<file path="config.mk">
export PLATFORM = sky130hd
export DESIGN_NAME = matrix_dut
export DESIGN_NICKNAME = d
export VERILOG_FILES = /design/src/rtl/matrix_pkg.sv /design/src/rtl/systolic_pe.sv /design/src/rtl/matrix_dut.sv
export SDC_FILE = /design/constraint.sdc
export NUM_CORES = 2
export LEC_CHECK = 0
export ABC_AREA = 1
export BUFFER_PORTS_ARGS = -buffer_cell sky130_fd_sc_hd__buf_4
export CAP_MARGIN = 20
export CORE_MARGIN = 2
export CORE_UTILIZATION = 35
export DETAILED_ROUTE_END_ITERATION = 10
export PLACE_DENSITY = 0.48
export SYNTH_ARGS = -nofsm -noshare
export SYNTH_HDL_FRONTEND = slang
export SYNTH_HIERARCHICAL = 1
export SYNTH_SLANG_ARGS = --single-unit
</file>
<file path="constraint.sdc">
create_clock -name clk -period 27.7 [get_ports clk]
set_input_delay 4.155 -clock clk [delete_from_list [all_inputs] [get_ports clk]]
set_output_delay 4.155 -clock clk [all_outputs]
set_load 0.1 [all_outputs]
</file>
<file path="src/rtl/matrix_pkg.sv">
// Shared constants, FSM state type and minifloat arithmetic for the 3x3 matrix multiplier.
// Number format: bit7 sign, bits6:4 exponent (bias 3), bits3:0 fraction; E=0 is subnormal.
// No Inf/NaN: overflow saturates to +/-31.0 and every zero result is +0.
package matrix_pkg;

  localparam int DATA_W = 8;
  localparam int EXP_W  = 3;
  localparam int MAN_W  = 4;
  localparam int BIAS   = 3;
  localparam int N      = 3;
  localparam int PROD_W = 2 * (MAN_W + 1);

  localparam logic [DATA_W-1:0] FP_ZERO = 8'h00;
  localparam logic [DATA_W-1:0] FP_MAX  = 8'h7F;

  typedef enum logic [1:0] {LOAD, COMPUTE, DONE} state_e;

  // Packs sign * mag * 2^(exp_base - BIAS - MAN_W) into the minifloat format,
  // truncating toward zero.
  function automatic logic [DATA_W-1:0] fp_pack(input logic              sign,
                                                input logic [PROD_W-1:0] mag,
                                                input int                exp_base);
    int                h;
    int                e;
    logic [PROD_W-1:0] sig;
    if (mag == '0) return FP_ZERO;
    h = 0;
    for (int i = 0; i < PROD_W; i++) begin
      if (mag[i]) h = i;
    end
    e   = exp_base + h - MAN_W;
    // Leading one lands on bit MAN_W (the hidden bit).
    sig = (h >= MAN_W) ? (mag >> (h - MAN_W)) : (mag << (MAN_W - h));
    if (e > (2 ** EXP_W) - 1) return {sign, FP_MAX[DATA_W-2:0]};
    if (e >= 1) return {sign, EXP_W'(e), sig[MAN_W-1:0]};
    // Below the normal range: denormalise, shifting out bits toward zero.
    sig = sig >> (1 - e);
    if (sig == '0) return FP_ZERO;
    return {sign, {EXP_W{1'b0}}, sig[MAN_W-1:0]};
  endfunction

  function automatic logic [DATA_W-1:0] fp_mul(input logic [DATA_W-1:0] a,
                                               input logic [DATA_W-1:0] b);
    logic [MAN_W:0]    sa;
    logic [MAN_W:0]    sb;
    logic [PROD_W-1:0] p;
    int                ea;
    int                eb;
    sa = {a[DATA_W-2:MAN_W] != '0, a[MAN_W-1:0]};
    sb = {b[DATA_W-2:MAN_W] != '0, b[MAN_W-1:0]};
    ea = (a[DATA_W-2:MAN_W] == '0) ? 1 : int'(a[DATA_W-2:MAN_W]);
    eb = (b[DATA_W-2:MAN_W] == '0) ? 1 : int'(b[DATA_W-2:MAN_W]);
    p  = {{(MAN_W+1){1'b0}}, sa} * {{(MAN_W+1){1'b0}}, sb};
    return fp_pack(a[DATA_W-1] ^ b[DATA_W-1], p, ea + eb - BIAS - MAN_W);
  endfunction

  function automatic logic [DATA_W-1:0] fp_add(input logic [DATA_W-1:0] x,
                                               input logic [DATA_W-1:0] y);
    logic [MAN_W:0]   sx, sy, s_big, s_small, s_al;
    logic [EXP_W-1:0] ex, ey, e_big, e_small;
    logic [MAN_W+1:0] r;
    logic             sgn_big;
    ex = (x[DATA_W-2:MAN_W] == '0) ? EXP_W'(1) : x[DATA_W-2:MAN_W];
    ey = (y[DATA_W-2:MAN_W] == '0) ? EXP_W'(1) : y[DATA_W-2:MAN_W];
    sx = {x[DATA_W-2:MAN_W] != '0, x[MAN_W-1:0]};
    sy = {y[DATA_W-2:MAN_W] != '0, y[MAN_W-1:0]};
    // {exponent, significand} orders magnitudes, so the subtraction never goes negative.
    if ({ex, sx} >= {ey, sy}) begin
      e_big = ex; s_big = sx; e_small = ey; s_small = sy; sgn_big = x[DATA_W-1];
    end else begin
      e_big = ey; s_big = sy; e_small = ex; s_small = sx; sgn_big = y[DATA_W-1];
    end
    s_al = s_small >> (e_big - e_small);
    if (x[DATA_W-1] == y[DATA_W-1]) r = {1'b0, s_big} + {1'b0, s_al};
    else                            r = {1'b0, s_big} - {1'b0, s_al};
    return fp_pack(sgn_big, {{(PROD_W-MAN_W-2){1'b0}}, r}, int'(e_big));
  endfunction

endpackage

</file>
<file path="src/rtl/systolic_pe.sv">
// Output-stationary multiply-accumulate cell.
// a_i/b_i are forwarded one cycle later on a_o (right) and b_o (down); valid_i
// travels with a. When valid_i is high the accumulator adds a_i*b_i.
// Ports: clk_i, rst_ni (synchronous, active-low), a_i, b_i, valid_i, a_o, b_o,
// valid_o, acc_o (running sum).
module systolic_pe import matrix_pkg::*; (
  input  logic              clk_i,
  input  logic              rst_ni,
  input  logic [DATA_W-1:0] a_i,
  input  logic [DATA_W-1:0] b_i,
  input  logic              valid_i,
  output logic [DATA_W-1:0] a_o,
  output logic [DATA_W-1:0] b_o,
  output logic              valid_o,
  output logic [DATA_W-1:0] acc_o
);

  logic [DATA_W-1:0] a_d, a_q, b_d, b_q, acc_d, acc_q;
  logic              valid_d, valid_q;

  always_comb begin
    a_d     = a_i;
    b_d     = b_i;
    valid_d = valid_i;
    acc_d   = acc_q;
    if (valid_i) acc_d = fp_add(acc_q, fp_mul(a_i, b_i));
  end

  always_ff @(posedge clk_i) begin
    if (!rst_ni) begin
      a_q     <= FP_ZERO;
      b_q     <= FP_ZERO;
      valid_q <= 1'b0;
      acc_q   <= FP_ZERO;
    end else begin
      a_q     <= a_d;
      b_q     <= b_d;
      valid_q <= valid_d;
      acc_q   <= acc_d;
    end
  end

  assign a_o     = a_q;
  assign b_o     = b_q;
  assign valid_o = valid_q;
  assign acc_o   = acc_q;

endmodule

</file>
<file path="src/rtl/matrix_dut.sv">
// 3x3 minifloat matrix multiplier C = A x B on a 3x3 output-stationary systolic array.
// One LOAD edge captures all operands, seven COMPUTE edges stream skewed rows of A
// rightward and columns of B downward, then DONE holds the result until reset.
// Ports: clk, reset (synchronous, active-low), a00..a22 / b00..b22 row-major operands,
// M1_out..M9_out row-major C elements driven straight from the PE accumulators, done (sticky).
module matrix_dut import matrix_pkg::*; (
  input  logic              clk,
  input  logic              reset,
  input  logic [DATA_W-1:0] a00, a01, a02, a10, a11, a12, a20, a21, a22,
  input  logic [DATA_W-1:0] b00, b01, b02, b10, b11, b12, b20, b21, b22,
  output logic [DATA_W-1:0] M1_out, M2_out, M3_out, M4_out, M5_out,
  output logic [DATA_W-1:0] M6_out, M7_out, M8_out, M9_out,
  output logic              done
);

  localparam int LAST_STEP = 3 * N - 3;

  state_e            state_d, state_q;
  logic [2:0]        step_d, step_q;
  logic [DATA_W-1:0] a_in [N][N];
  logic [DATA_W-1:0] b_in [N][N];
  logic [DATA_W-1:0] a_d [N][N];
  logic [DATA_W-1:0] a_q [N][N];
  logic [DATA_W-1:0] b_d [N][N];
  logic [DATA_W-1:0] b_q [N][N];

  logic [DATA_W-1:0] a_feed [N];
  logic [DATA_W-1:0] b_feed [N];
  logic              v_feed [N];

  // a_h[i][j] / v_h[i][j] enter PE(i,j) from the left; b_v[i][j] enters it from above.
  logic [DATA_W-1:0] a_h [N][N+1];
  logic              v_h [N][N+1];
  logic [DATA_W-1:0] b_v [N+1][N];
  logic [DATA_W-1:0] acc [N][N];

  assign a_in = '{'{a00, a01, a02}, '{a10, a11, a12}, '{a20, a21, a22}};
  assign b_in = '{'{b00, b01, b02}, '{b10, b11, b12}, '{b20, b21, b22}};

  always_comb begin
    state_d = state_q;
    step_d  = step_q;
    a_d     = a_q;
    b_d     = b_q;
    case (state_q)
      LOAD: begin
        a_d     = a_in;
        b_d     = b_in;
        step_d  = '0;
        state_d = COMPUTE;
      end
      COMPUTE: begin
        if (step_q == 3'(LAST_STEP)) state_d = DONE;
        else                         step_d  = step_q + 3'd1;
      end
      DONE:    state_d = DONE;
      default: state_d = LOAD;
    endcase
  end

  // Edge skew: row i of A and column i of B start i steps late, so that element k
  // reaches PE(i,j) at step i+j+k through the pass-through registers.
  always_comb begin
    for (int i = 0; i < N; i++) begin
      a_feed[i] = FP_ZERO;
      b_feed[i] = FP_ZERO;
      v_feed[i] = 1'b0;
      for (int k = 0; k < N; k++) begin
        if (state_q == COMPUTE && int'(step_q) == i + k) begin
          a_feed[i] = a_q[i][k];
          b_feed[i] = b_q[k][i];
          v_feed[i] = 1'b1;
        end
      end
    end
  end

  always_ff @(posedge clk) begin
    if (!reset) begin
      state_q <= LOAD;
      step_q  <= '0;
      a_q     <= '{default: '0};
      b_q     <= '{default: '0};
    end else begin
      state_q <= state_d;
      step_q  <= step_d;
      a_q     <= a_d;
      b_q     <= b_d;
    end
  end

  for (genvar i = 0; i < N; i++) begin : g_feed
    assign a_h[i][0] = a_feed[i];
    assign v_h[i][0] = v_feed[i];
    assign b_v[0][i] = b_feed[i];
  end

  for (genvar i = 0; i < N; i++) begin : g_row
    for (genvar j = 0; j < N; j++) begin : g_col
      systolic_pe u_pe (
        .clk_i   (clk),
        .rst_ni  (reset),
        .a_i     (a_h[i][j]),
        .b_i     (b_v[i][j]),
        .valid_i (v_h[i][j]),
        .a_o     (a_h[i][j+1]),
        .b_o     (b_v[i+1][j]),
        .valid_o (v_h[i][j+1]),
        .acc_o   (acc[i][j])
      );
    end
  end

  assign M1_out = acc[0][0];
  assign M2_out = acc[0][1];
  assign M3_out = acc[0][2];
  assign M4_out = acc[1][0];
  assign M5_out = acc[1][1];
  assign M6_out = acc[1][2];
  assign M7_out = acc[2][0];
  assign M8_out = acc[2][1];
  assign M9_out = acc[2][2];
  assign done   = (state_q == DONE);

endmodule

</file>
==> out/metrics.yaml <==
status:
  status: "finished clean"
placement:
  place.gp.congestion: 0.9060
  preCtsSetupSlack_ns: 10.26
  place_area_sq_mm: 0.06020
  portBuffers: 218
  hpwl_mm: 154.1
  numPlacedInstances: 11890
sta:
  setup_viol: 0
  max_freq_mhz: 56.74
  slew_viol_final: 0
  fin_crit_sh_pct: 63.63
  fin_crit_ns: 17.62
  slew_headroom_pct: 31.51
  setup_tns_ns: 0
  worst_slack_ns: 10.08
  hold_viol_final: 0
  worst_slew_pin_slew_ns: 1.024
  fin_skew_ns: 0.03108
  fin_hold_ws_ns: 0.4323
  rsz0062_at_grt: "no"
global_routing:
  grt_pass1_vias: 57170
  grt_pass1_wl_mm: 301.4
  grt_max_degree: 92
  antenna_found_initial: 14
  grt-ovfl-total: 0
  grt_util_all_layers_pct: 21.69
die:
  fp-row-count: 148
  die_h_um: 408.3
  initial_core_util_pct: 35.19
  dieArea_sq_mm: 0.1667
  core_area_sq_mm: 0.1626
  io_pins: 219
  die_w_um: 408.3
final_layout:
  drive_gt1_share_pct: 9.090
  final_util_pct: 37.99
  syn2layout_area_growth_pct: 7.961
  finalNonFillerCells: 11970
  fillers: 18280
  postLayoutCellArea_sq_mm: 0.06176
  nNetsFinal: 10570
logic_synthesis:
  synth_fp_nets: 10580
  synth_cells: 9773
  syn_area_sq_mm: 0.05721
  synth.avg_cell_area_sq_um: 5.854
  synth_warnings: 6
route:
  drc: 0
  drtAntennaViolNets: 0
  wirelength_mm: 187.1
  vias_per_cell: 5.098
  post_drt_wl_per_cell_um: 15.63
  first_pass_iters: 7
  drt_iter0_markers: 4512
  vias: 61010
clocking:
  cts-hold-fix-buffers: 0
  numCtsBuffers: 44
  cts_tree: "yes"
  h-tree-depth: 2
  clkSinkCount: 323
  cts.path.max_buffers: 3
  cts_resized: 0
  clkSlewWorstSetupHoldPaths_ns: 0.06
  clk-insertion-delay-late_ns: 0.67
  cts-root-buf: "clkbuf_16"
  postCtsSetupRepairBufs: 0
worst_setup_path:
  slowest_stage: "nor2_1"
  critPathKind: "register to register"
  crit_arrival_ns: 18.20
  regToRegSetupSlack_ns: 10.08
  path_max_fanout: 36
  max_stage_delay_ns: 0.55
  required_ns: 28.28
  startpoint_type: "register"
  critPathMostFrequentCell: "nand2_1"
  worstSetupEndpointType: "register"
pwr:
  ir_worst_vdd_mv: 1.803
  p_total_mw: 7.223
  p_leak_nw: 33.64
  power_density_mw_per_mm2: 116.9
worst_hold_path:
  min_path_type: "register to register"
flow_run:
  cap_violations: 0
where the power goes:
part / total (mW) / internal, mW / switching (mW) / leakage (nW)
sequential: 0.649 / 0.559 / 0.0909 / 2.64
clock: 0.630 / 0.366 / 0.264 / 0.754
combinational: 5.94 / 1.94 / 4.01 / 30.2
cell usage in the layout (no fill, tap or decap), types with 17 or more instances in the layout:
master     count
nand2_2       96
fa_1         126
nor2_8        19
or2_2         40
buf_4        227
o21a_1        23
o211ai_1      26
xnor2_1       44
nand3_4       19
nand2_1     2613
nand4_1      345
inv_2         97
nor3_1        74
nor2_2        40
a21oi_1      381
nand3_1     1056
clkbuf_16     44
o21ai_2       19
dfxtp_1      323
nand3_2      100
inv_1       1470
nor2_1      1051
o2111ai_1     22
nor2_4        20
nand2_4       36
a211oi_1      17
xor2_1        71
o21ai_1       88
ha_1         537
a31oi_1       37
clkinv_1      30
o21ai_0      453
worst max-delay path: cells and delay by family (launching register included):
kind            cells  cell delay [ns]
simple gates       43             6.15
fa+ha+maj          15             5.17
compound gates     16             3.40
buf+inv            14             1.93
xor+xnor            2             0.44
flops               1             0.43
layer usage:
metal	vias up	GRT usage [%]	part of all wire [%]
met5	-	0	0.074
met4	20	5.580	2.6
met3	222	2.262	4.5
met2	1328	34.69	44
met1	27850	30.87	49
li1	31590	-	-
cell type report:
class	count	area, sq um	area share (%)
multi-input cells	7557	43260	70.04
flip-flops and latches	323	6466	10.47
inverters	1602	6033	9.768
well taps	2175	2721	4.406
repair buffers	228	1719	2.783
clock buffers	54	1179	1.908
clock inverters	27	385.4	0.6239
diodes	1	2.502	0.004052
sequential cells by signal (all words and copies together), names as in the netlist:
name / flops
g_row.g_col.u_pe/a_o: 48
g_row.g_col.u_pe/b_o: 48
g_row.g_col.u_pe/valid_o: 6
state_q: 2
g_row.g_col.u_pe/acc_o: 72
a_q: 72
b_q: 72
step_q: 3
worst paths after layout:
| kind | start | endpoint | depth (start not counted) |
|---|---|---|---|
| max reg2reg | step_q[2] | g_row[0].g_col[2].u_pe/acc_o[7] | 90 |
| min | g_row[1].g_col[0].u_pe/a_o[7] | g_row[1].g_col[1].u_pe/a_o[7] | 2 |
| min reg2reg | g_row[1].g_col[0].u_pe/a_o[7] | g_row[1].g_col[1].u_pe/a_o[7] | 2 |
| max | step_q[2] | g_row[0].g_col[2].u_pe/acc_o[7] | 90 |
(Power assumes the default switching activity.)
